`config.mk`:
```
export PLATFORM = sky130hd
export DESIGN_NAME = pid_dac_stage
export DESIGN_NICKNAME = d
export VERILOG_FILES = /design/src/rtl/pdh_out_pkg.sv /design/src/rtl/slew_limiter.sv /design/src/rtl/pid_dac_stage.sv
export SDC_FILE = /design/constraint.sdc
export NUM_CORES = 1
export LEC_CHECK = 0
export CORE_AREA = 2 2 185 187
export DETAILED_ROUTE_END_ITERATION = 16
export DIE_AREA = 0 0 187 189
export SYNTH_ARGS = -nofsm -noshare
export SYNTH_HDL_FRONTEND = slang
export SYNTH_SLANG_ARGS = --single-unit
```
`constraint.sdc`:
```
create_clock -name clk -period 15.1 [get_ports clk]
set_clock_uncertainty 0.05 [all_clocks]
set_input_delay 2.265 -clock clk [delete_from_list [all_inputs] [get_ports clk]]
set_output_delay 2.265 -clock clk [all_outputs]
set_load 0.01 [all_outputs]
```
`src/rtl/pdh_out_pkg.sv`:
```
// Shared types and constants for the PID-to-DAC output stage.
//   state_e    : lock FSM encoding (IDLE=0, ACQUIRE=1, LOCKED=2)
//   DAC_MID    : offset-binary code that maps to DAC code 0
//   PID_MID    : PID output midscale
//   FULL_SCALE : largest 14-bit unsigned code
//   abs17()    : magnitude of a 16-bit signed value, widened so -32768 is exact
package pdh_out_pkg;

  typedef enum logic [1:0] {
    IDLE    = 2'd0,
    ACQUIRE = 2'd1,
    LOCKED  = 2'd2
  } state_e;

  localparam logic [13:0] DAC_MID    = 14'd8192;
  localparam logic [13:0] PID_MID    = 14'd8191;
  localparam logic [13:0] FULL_SCALE = 14'd16383;

  function automatic logic [16:0] abs17(input logic [15:0] v);
    logic [16:0] ext;
    ext = {v[15], v};
    return v[15] ? (17'd0 - ext) : ext;
  endfunction

endpackage

```
`src/rtl/slew_limiter.sv`:
```
// Slew-rate limited output register.
//   clk, rst     : clock, asynchronous active-high reset
//   enable_i     : low parks the output at DAC_MID on the next clock
//   target_i     : already-clamped target code (unsigned, 14 bit)
//   step_i       : maximum change per clock; 0 disables the limit
//   y_o          : registered output code
//   y_next_o     : value y_o takes on the next clock
module slew_limiter
  import pdh_out_pkg::*;
(
  input  logic        clk,
  input  logic        rst,
  input  logic        enable_i,
  input  logic [13:0] target_i,
  input  logic [13:0] step_i,
  output logic [13:0] y_o,
  output logic [13:0] y_next_o
);

  logic [13:0]        y_q, y_d;
  logic signed [14:0] delta;
  logic [14:0]        delta_mag;

  // Both operands are non-negative 14-bit, so 15-bit signed holds the difference exactly.
  assign delta     = $signed({1'b0, target_i}) - $signed({1'b0, y_q});
  assign delta_mag = delta[14] ? 15'(-delta) : 15'(delta);

  always_comb begin
    y_d = DAC_MID;
    if (enable_i) begin
      if ((step_i != 14'd0) && (delta_mag > {1'b0, step_i})) begin
        y_d = delta[14] ? (y_q - step_i) : (y_q + step_i);
      end else begin
        y_d = target_i;
      end
    end
  end

  always_ff @(posedge clk or posedge rst) begin
    if (rst) y_q <= DAC_MID;
    else     y_q <= y_d;
  end

  assign y_o      = y_q;
  assign y_next_o = y_d;

endmodule

```
`src/rtl/pid_dac_stage.sv`:
```
// PID output to DAC stage: clamp window, slew limit, rail flag and lock detector.
//   clk, rst        : clock, asynchronous active-high reset
//   enable_i        : stage enable
//   pid_i           : PID output, offset binary
//   err_i           : signed error tap used for lock detection
//   step_max_i      : slew limit per clock (0 = no limit)
//   lo_lim_i/hi_lim_i : clamp window; ignored (full scale) when lo > hi
//   lock_thresh_i   : lock window on |err_i|
//   lock_count_i    : consecutive in-window samples to declare lock (0 acts as 1)
//   dac_o           : two's complement DAC code
//   rail_o          : output sits on an effective clamp limit
//   locked_o        : high in LOCKED
//   state_o         : FSM state
//
// state   | meaning
// IDLE    | stage disabled, output parked at midscale, counters cleared
// ACQUIRE | counting consecutive in-window error samples
// LOCKED  | lock declared, counting consecutive misses
module pid_dac_stage
  import pdh_out_pkg::*;
#(
  parameter int MISS_LIMIT = 8,
  parameter int CNT_W      = 16
) (
  input  logic             clk,
  input  logic             rst,
  input  logic             enable_i,
  input  logic [13:0]      pid_i,
  input  logic [15:0]      err_i,
  input  logic [13:0]      step_max_i,
  input  logic [13:0]      lo_lim_i,
  input  logic [13:0]      hi_lim_i,
  input  logic [15:0]      lock_thresh_i,
  input  logic [CNT_W-1:0] lock_count_i,
  output logic [13:0]      dac_o,
  output logic             rail_o,
  output logic             locked_o,
  output logic [1:0]       state_o
);

  localparam int MW = $clog2(MISS_LIMIT + 1);

  logic [13:0]      lo_eff, hi_eff, target, y, y_next;
  logic             rail_q, rail_d;
  state_e           state_q, state_d;
  logic [CNT_W-1:0] in_cnt_q, in_cnt_d, lock_eff;
  logic [CNT_W:0]   in_inc;
  logic [MW-1:0]    miss_cnt_q, miss_cnt_d, miss_inc;
  logic             in_window;

  assign lo_eff = (lo_lim_i <= hi_lim_i) ? lo_lim_i : 14'd0;
  assign hi_eff = (lo_lim_i <= hi_lim_i) ? hi_lim_i : FULL_SCALE;
  assign target = (pid_i < lo_eff) ? lo_eff : ((pid_i > hi_eff) ? hi_eff : pid_i);

  slew_limiter u_slew (
    .clk      (clk),
    .rst      (rst),
    .enable_i (enable_i),
    .target_i (target),
    .step_i   (step_max_i),
    .y_o      (y),
    .y_next_o (y_next)
  );

  assign rail_d = enable_i && ((y_next == lo_eff) || (y_next == hi_eff));

  assign in_window = abs17(err_i) <= {1'b0, lock_thresh_i};
  assign lock_eff  = (lock_count_i == '0) ? CNT_W'(1) : lock_count_i;
  assign in_inc    = {1'b0, in_cnt_q} + 1'b1;
  assign miss_inc  = miss_cnt_q + 1'b1;

  always_comb begin
    state_d    = state_q;
    in_cnt_d   = in_cnt_q;
    miss_cnt_d = miss_cnt_q;
    if (!enable_i) begin
      state_d    = IDLE;
      in_cnt_d   = '0;
      miss_cnt_d = '0;
    end else begin
      case (state_q)
        IDLE: begin
          state_d    = ACQUIRE;
          in_cnt_d   = '0;
          miss_cnt_d = '0;
        end
        ACQUIRE: begin
          if (in_window) begin
            in_cnt_d = (&in_cnt_q) ? in_cnt_q : in_inc[CNT_W-1:0];
            if (in_inc >= {1'b0, lock_eff}) begin
              state_d    = LOCKED;
              miss_cnt_d = '0;
            end
          end else begin
            in_cnt_d = '0;
          end
        end
        LOCKED: begin
          if (!in_window) begin
            if (miss_inc == MW'(MISS_LIMIT)) begin
              state_d    = ACQUIRE;
              in_cnt_d   = '0;
              miss_cnt_d = '0;
            end else begin
              miss_cnt_d = miss_inc;
            end
          end else begin
            miss_cnt_d = '0;
          end
        end
        default: begin
          state_d    = IDLE;
          in_cnt_d   = '0;
          miss_cnt_d = '0;
        end
      endcase
    end
  end

  always_ff @(posedge clk or posedge rst) begin
    if (rst) begin
      state_q    <= IDLE;
      in_cnt_q   <= '0;
      miss_cnt_q <= '0;
      rail_q     <= 1'b0;
    end else begin
      state_q    <= state_d;
      in_cnt_q   <= in_cnt_d;
      miss_cnt_q <= miss_cnt_d;
      rail_q     <= rail_d;
    end
  end

  // Offset binary to two's complement: subtracting 8192 only flips the MSB.
  assign dac_o    = {~y[13], y[12:0]};
  assign rail_o   = rail_q;
  assign locked_o = (state_q == LOCKED);
  assign state_o  = state_q;

endmodule

```
### Word-level counts from Yosys, hierarchy flattened

Cells that the tools add are included.

| cells by class | value |
|---|---|
| muxes and demuxes | 28 |
| bitwise logic cells | 1 |
| equal/unequal tests | 10 |
| add/subtract/negate cells | 7 |
| reduce and logical (&&, ||, !) cells | 10 |
| order comparisons | 6 |

Operator list:

| kind | count |
|---|---|
| two-way mux 14 bit | 7 |
| two-way mux 16 bit | 6 |
| one-hot mux 16 bit (2 select lines) | 1 |
| == test 14 bit | 2 |
| two-way mux 4 bit | 5 |
| adder 16 x 1 -> 17 bit (second input constant) | 1 |
| >= comparator 17 x 16 -> 1 bit | 1 |
| <= comparator 17 x 16 -> 1 bit | 1 |
| two-way mux 17 bit | 1 |
| subtractor 1 x 16 -> 17 bit (first input constant) | 1 |
| zero test 16 bit | 1 |
| AND reduction 16 bit | 1 |
| greater-than comparator 15 x 14 -> 1 bit | 1 |
| two-way mux 15 bit | 1 |
| negation 15 bit | 1 |
| subtractor 14 x 14 -> 15 bit | 1 |
| adder 14 bit | 1 |
| greater-than comparator 14 bit | 1 |
| <= comparator 14 bit | 1 |
| < comparator 14 bit | 1 |
| nonzero test 14 bit | 1 |
| subtractor 14 bit | 1 |
| two-way mux 2 bit | 5 |
| != test 3 bit (second input constant) | 3 |
| 15 further kinds | 16 |

| storage, ports and cells | value |
|---|---|
| output and inout port bits | 18 |
| register bits after elaboration | 37 |
| logic and storage cells | 67 |

### Logic depth before layout (Yosys ltp)

Gate-level depths: netlist (run 1).

| depth | value |
|---|---|
| depth in word-level cells | 15 |
| gate-level depth with buffers | 50 |
| mapped depth without buffers | 44 |

### Cells and area by module

Synthesis (run 1) repeated with hierarchy kept, for this count alone.

| unflattened totals | value |
|---|---|
| cell total of the unflattened synthesis | 931 |
| area, all modules | 7323.3 sq um |

By module, submodules not included:

| module | cells an instance | seq. area each (sq um) | area each (sq um) | instances |
|---|---|---|---|---|
| pid_dac_stage | 579 | 575.6 | 4440.5 | 1 |
| slew_limiter | 352 | 351.6 | 2882.8 | 1 |

### Worst setup path after synthesis (run 1)

No wires, ideal clock.

| timing | value |
|---|---|
| path type | input -> register |
| start | input port hi_lim_i[3] |
| end | register rail_q, in the netlist rail_o |
| buffers on the path | 6 |
| stages | 46 |
| data arrival time | 11.329 ns |
| slack | 3.639 ns |
| cells stage by stage | clkbuf_1 > inv_1 > ha_1 > a21o_1 > nand3_1 > a311oi_4 > o31a_2 > clkbuf_1 > buf_1 > nor2_1 > ha_1 > a21o_1 > a21oi_1 > o21a_1 > a41oi_1 > o21bai_2 > buf_2 > a21oi_1 > (+10 left out) > clkbuf_1 > clkbuf_1 > o21ai_0 > fa_1 > nor2b_1 > o21ai_0 > a21oi_1 > o21a_1 > nor2_1 > xnor2_1 > o221ai_1 > a2111oi_0 > o21ai_0 > a41o_1 > or4_1 > nor4_1 > o2111ai_1 > o22ai_1 |

| on the way | value |
|---|---|
| longest elaborated chain between the ends | 15 |
| elaborated cells on any way between the ends | 19 |
| those cells by class | add/sub: 2; order compare: 4; eq/ne: 2; mux: 8; reduce/logical: 3 |

Ends and longest elaborated chain:

| item | RTL line | RTL |
|---|---|---|
| from (decl) | pid_dac_stage.sv:32 | `input logic [13:0] hi_lim_i,` |
| <= comparator 14 bit | pid_dac_stage.sv:51, pid_dac_stage.sv:52 |  |
| two-way mux 14 bit | pid_dac_stage.sv:52 | `assign hi_eff = (lo_lim_i <= hi_lim_i) ? hi_lim_i : FULL_SCALE;` |
| greater-than comparator 14 bit | pid_dac_stage.sv:53 | `assign target = (pid_i < lo_eff) ? lo_eff : ((pid_i > hi_eff) ? hi_eff : pid_i);` |
| two-way mux 14 bit (2 in series) | pid_dac_stage.sv:53 |  |
| subtractor 14 x 14 -> 15 bit | slew_limiter.sv:25 | `assign delta = $signed({1'b0, target_i}) - $signed({1'b0, y_q});` |
| negation 15 bit | slew_limiter.sv:26 | `assign delta_mag = delta[14] ? 15'(-delta) : 15'(delta);` |
| two-way mux 15 bit | slew_limiter.sv:26 |  |
| greater-than comparator 15 x 14 -> 1 bit | slew_limiter.sv:31 | `if ((step_i != 14'd0) && (delta_mag > {1'b0, step_i})) begin` |
| logical AND 1 bit | slew_limiter.sv:31 |  |
| two-way mux 14 bit | slew_limiter.sv:31 |  |
| two-way mux 14 bit | slew_limiter.sv:30 | `if (enable_i) begin` |
| == test 14 bit | pid_dac_stage.sv:65 | `assign rail_d = enable_i && ((y_next == lo_eff) \|\| (y_next == hi_eff));` |
| logical OR 1 bit * | pid_dac_stage.sv:65 |  |
| logical AND 1 bit * | pid_dac_stage.sv:65 |  |
| net rail_d | pid_dac_stage.sv:44 | `logic rail_q, rail_d;` |
| to (signal assigned) | pid_dac_stage.sv:130 | `rail_q <= rail_d;` |
| to (decl) | pid_dac_stage.sv:44 |  |

The timed path passes the listed nets; every way through them passes the cells marked *.
A chain may end at the register's enable or synchronous reset.

### Worst setup path in the final report (run 1)

| timing | value |
|---|---|
| start | input port hi_lim_i[7] |
| end | register rail_q, in the netlist rail_o |

The elaborated chain is that of the path after synthesis.

==> impl_metrics.toml, run 1 <==
[synthesis]
post_synth.cell_area_avg_um2 = 7.44
synth_top_area_frac = 0.174
ys_types = 94
ys.flop_type = "dfrtp_1"
seq_area_frac_synth = 0.113
ys_top_cells_by_area = "ha_1, dfrtp_1, xnor2_1, nand2_1, o21ai_0"
ys_seq_elements = 37
synth_edf_count = 0
yosysWarnings = 0
netlist_area_mm2 = 0.00820
postSynthCellCount = 1102
synth_nets = 1325
synth_top_area_cell = "ha_1"
postSynth.asyncResetShare = 1.00

[power_and_ir_drop]
p_sw_frac = 0.555
power_leakage_nw = 4.29
p_int_uw = 947
worst_ir_drop_vdd_mv = 0.151
clkPwrFrac = 0.060
p_switching_mw = 1.18
power_density_mw_per_mm2 = 214
pwr-share-comb = 0.871
fin_total_pwr_mw = 2.13
seqPwrFrac = 0.069

[timing]
setup_viol = 0
relSlewSlack = 0.309
fmax_ghz = 0.0729
slew_violations = 0
worstMarginPinSlew_ps = 1020
hold_violations = 0
fin_crit_sh = 0.908
fin_hold_ws_ps = 479
period_needed_ps = 13720
rsz0062_at_grt = "false"
setup_tns_ps = 0

[clock_network]
cts_setup_buffers = 0
numCtsBuffers = 5
clockBufferDepth = 2
post_cts_resized = 0
cts_root_buf = "clkbuf_16"
clk_latency_ps = 290
cts_hold_buf = 0
cts.clk_slew.worst_paths_ps = 70
numClockSinks = 37
h-tree-depth = 2
cts_tree = "done"

[grt]
first_global_vias = 8206
grt.total_usage = 0.157
grt_antenna_before_repair = 1
grt_overflow = 0
grt_max_degree = 38
grt_pass1_wl_um = 44800

[placed_design]
io_buffers = 124
gp_congestion = 1.01
place_hpwl_um = 23500

[flow_run]
max-cap-violations = 0

[critical_path]
timing.rr.start = "u_slew.y_o[0]"
path_class = "primary input to flop"
crit_path_start_kind = "primary input"
rr_worst_depth = 24
critPathRequiredTime_ps = 15270
worst_path_most_repeated_cell = "o21ai_0"
rrSetupSlack_ps = 8810
crit_slowest_cell = "o32ai_1"
critPathMaxStageDelay_ps = 780
r2r_end = "rail_o"
cp-end-kind = "flop"
worstPathMaxFanout = 33
critPathArrivalTime_ps = 13880

[final_layout]
fillers = 3601
area_growth_pct = 21.1
finalNetCount = 1416
multi_input_area_mm2 = 0.00664
most-common-layout-cells = "clkdlybuf4s50_1, ha_1, nand2_1"
num_antenna_cells = 0
drive_gt1_frac = 0.0544
mostFrequentLayoutCell = "clkdlybuf4s50_1"
regArea_um2 = 927

[drt]
drc = 0
dr.pass1.iters = 5
wl_per_cell_um = 17.4
drt-total-wl_um = 28600
drt-initial-drc-count = 664
vias = 8555
ant_nets = 0
viasPerCell = 5.21

[floorplanning]
die_y_um = 189
die_area_mm2 = 0.0353
fp-row-count = 67
coreArea_mm2 = 0.0333
initial_core_util = 0.246
die_x_um = 187
pin_count = 125

[min_path]
hold_path.class = "flop to flop"
min_path_cells = 1
min_from = "miss_cnt_q[0]"
min_to = "miss_cnt_q[0]"

[outcome]
status = "finished, final reports clean"
-- flip-flops by register name, indices dropped and copies added, names as in the netlist --
| register | count |
|---|---|
| u_slew.y_o | 14 |
| in_cnt_q | 16 |
| state_o | 2 |
| rail_o | 1 |
| miss_cnt_q | 4 |
-- per-stage QoR --
stage,instances,util,instance area [um^2],setup slack [ps]
floorplan,1102,-,8200,3640
global placement,1634,0.293,9770,1470
detailed placement,1634,0.293,9770,1430
CTS,1642,0.299,9930,1700
global route,1642,0.299,9930,640
finish,1642,0.299,9930,1380
-- worst max path at each step --
stage           startpoint      to  slack, ps  depth (start not counted)
4_1_cts        hi_lim_i[7]  rail_o       1700                         40
6_report       hi_lim_i[7]  rail_o       1380                         41
5_1_grt        hi_lim_i[7]  rail_o        640                         41
2_1_floorplan  hi_lim_i[3]  rail_o       3640                         46
3_5_place_dp   hi_lim_i[7]  rail_o       1430                         40
3_3_place_gp   hi_lim_i[7]  rail_o       1470                         40
-- final cells by class --
| class | instances | area share |
|---|---|---|
| multi-input combinational | 925 | 0.668 |
| timing repair buffer | 130 | 0.129 |
| sequential | 37 | 0.0933 |
| tap | 448 | 0.0564 |
| inverter | 94 | 0.0355 |
| clock buffer | 6 | 0.0130 |
| clock inverter | 2 | 0.00390 |
-- critical path, delay by kind of cell --
family                   cells  cell delay, ps
buffers and inverters        4            1260
adder cells (fa/ha/maj)      4            1580
AND/OR/NAND/NOR             13            4060
AO/OA/AOI/OAI               19            4390
XOR/XNOR                     1             280
-- per-layer routing --
layer  global-route usage  part of all wire
met3               0.0267             0.059
met5                    0           0.00024
met2                0.279              0.48
met4               0.0296             0.015
met1                0.200              0.44
-- synthesized netlist by cell type, types with 8 or more instances --
cell type and n:
and2_1 14, nand3_1 31, nor3_1 31, and3_1 15, dfrtp_1 36, inv_1 93, o21a_1 31, nand2b_1 28
a21oi_1 65, ha_1 114, a31oi_1 11, a211oi_1 8, xnor2_1 64, xor2_1 19, clkbuf_1 16, nor2b_1 14
o31ai_1 10, nand4_1 19, o21ai_0 70, nand2_1 104, or3_1 11, nor4_1 12, nor2_1 70, a21o_1 23
buf_4 16
-- power groups by stage --
stage / registers, mW / logic [mW] / clock network [mW]
after global routing: 0.150 / 2.02 / 0.134
final: 0.147 / 1.86 / 0.127
after CTS: 0.147 / 1.83 / 0.129
after floorplan: 0.139 / 1.35 / 0
after global placement: 0.150 / 1.82 / 0
after detailed placement: 0.149 / 1.81 / 0
-- cell families after synthesis --
group,Yosys count,synth area share
compound gates,319,0.273
xor+xnor,83,0.0886
fa+ha+maj,119,0.182
buf+inv,140,0.0793
flops,37,0.113
mux,11,0.0142
simple gates,393,0.250
No activity file was read; power rests on OpenSTA's default activity.
==> run 2: changes to the inputs <==
- PLACE_DENSITY_LB_ADDON: unset -> 0.08
- TNS_END_PERCENT: unset -> 100
==> impl_metrics.toml, run 2 (synthesis gave the netlist of run 1 again) <==
[outcome]
status = "finished, final reports clean"

[floorplanning]
fp-row-count = 67
initial_core_util = 0.246
die_area_mm2 = 0.0353
die_y_um = 189
pin_count = 125
die_x_um = 187
coreArea_mm2 = 0.0333

[final_layout]
regArea_um2 = 927
fillers = 3662
largest_register = "in_cnt_q"
drive_gt1_frac = 0.0561
mostFrequentLayoutCell = "clkdlybuf4s50_1"
largest_register_ffs = 16
finalNetCount = 1417
num_antenna_cells = 0
most-common-layout-cells = "clkdlybuf4s50_1, ha_1, nand2_1"
utilization = 0.298
multi_input_area_mm2 = 0.00664
area_growth_pct = 21.0

[clock_network]
cts_tree = "done"
cts_setup_buffers = 0
cts_hold_buf = 0
cts.clk_slew.worst_paths_ps = 70
numCtsBuffers = 5
post_cts_resized = 0
clk_latency_ps = 300
numClockSinks = 37
clockBufferDepth = 2
cts_root_buf = "clkbuf_16"
h-tree-depth = 2

[placed_design]
place_hpwl_um = 25400
io_buffers = 124
gp_congestion = 0.864

[grt]
grt_max_degree = 38
grt.total_usage = 0.169
grt_overflow = 0
grt_antenna_before_repair = 0
first_global_vias = 8148
grt_pass1_wl_um = 47100

[drt]
wl_met2_um = 14600
drt-initial-drc-count = 527
drt-total-wl_um = 30300
met1_length_um = 13700
drc = 0
viasPerCell = 5.13
ant_nets = 0
top_layer_used = "met4"
wl_per_cell_um = 18.5
dr_wl_met3_um = 1330
vias = 8434
dr.pass1.iters = 6

[critical_path]
path_class = "primary input to flop"
timing.critical_path.buf_inv = 4
crit_start = "hi_lim_i[7]"
timing.rr.start = "u_slew.y_o[1]"
crit_path_start_kind = "primary input"
critPathArrivalTime_ps = 14020
crit_slowest_cell = "o31ai_4"
cp-end-kind = "flop"
worst_path_most_repeated_cell = "o21ai_0"
rrSetupSlack_ps = 8350
rr_worst_depth = 21
setup.worst_path.end = "rail_o"
crit_family = "compound AO/OA/AOI/OAI gates"
critPathRequiredTime_ps = 15270
worstPathMaxFanout = 21
crit_cells = 42
r2r_end = "rail_o"
critPathMaxStageDelay_ps = 850

[timing]
hold_violations = 0
relSlewSlack = 0.270
period_needed_ps = 13860
worstMarginPinSlew_ps = 1080
fin_crit_sh = 0.918
slew_violations = 0
rsz0062_at_grt = "false"
setup_tns_ps = 0
fmax_ghz = 0.0722
setup_viol = 0

[flow_run]
max-cap-violations = 0

[min_path]
hold_path.class = "flop to flop"
min_from = "miss_cnt_q[0]"

[power_and_ir_drop]
power_leakage_nw = 4.29
power_density_mw_per_mm2 = 215
worst_ir_drop_vdd_mv = 0.122
## run 2: worst min path at each step
stage	end	slack [ps]	cells past startpoint
2_1_floorplan	miss_cnt_q[2]	430	1
3_3_place_gp	miss_cnt_q[0]	460	1
3_5_place_dp	in_cnt_q[4]	460	2
4_1_cts	miss_cnt_q[0]	480	1
5_1_grt	in_cnt_q[4]	510	2
6_report	miss_cnt_q[0]	470	1
## run 2: power by group
part           leakage [nW]  switching (mW)  total (mW)  internal [mW]
logic                  3.72            1.14        1.87          0.737
clock network        0.0738          0.0499       0.112         0.0616
registers             0.498          0.0250       0.148          0.123
total                  4.29            1.21        2.13          0.921
## run 2: stage by stage
stage | power [mW] | worst slack [ps] | hold WS (ps) | area (um^2) | cells
finish | 2.13 | 1240 | 475 | 9920 | 1643
global route | 2.34 | 305 | 513 | 9920 | 1643
CTS | 2.14 | 1220 | 479 | 9920 | 1643
detailed placement | 2.01 | 919 | 464 | 9770 | 1635
global placement | 2.05 | 1110 | 464 | 9770 | 1635
floorplan | 1.49 | 3640 | 431 | 8200 | 1102
## run 2: area by class of cell
cell class                      count  area share
Clock inverter                      3     0.00227
Tap cell                          448      0.0565
Clock buffer                        5      0.0126
Timing Repair Buffer              131       0.130
Multi-Input combinational cell    925       0.669
Inverter                           94      0.0356
Sequential cell                    37      0.0934
## run 2: layer usage
| metal | global-route usage | vias to the layer above |
|---|---|---|
| li1 | - | 4206 |
| met1 | 0.219 | 3963 |
| met2 | 0.294 | 230 |
| met3 | 0.0261 | 35 |
| met4 | 0.0385 | 0 |
| met5 | 0 | - |
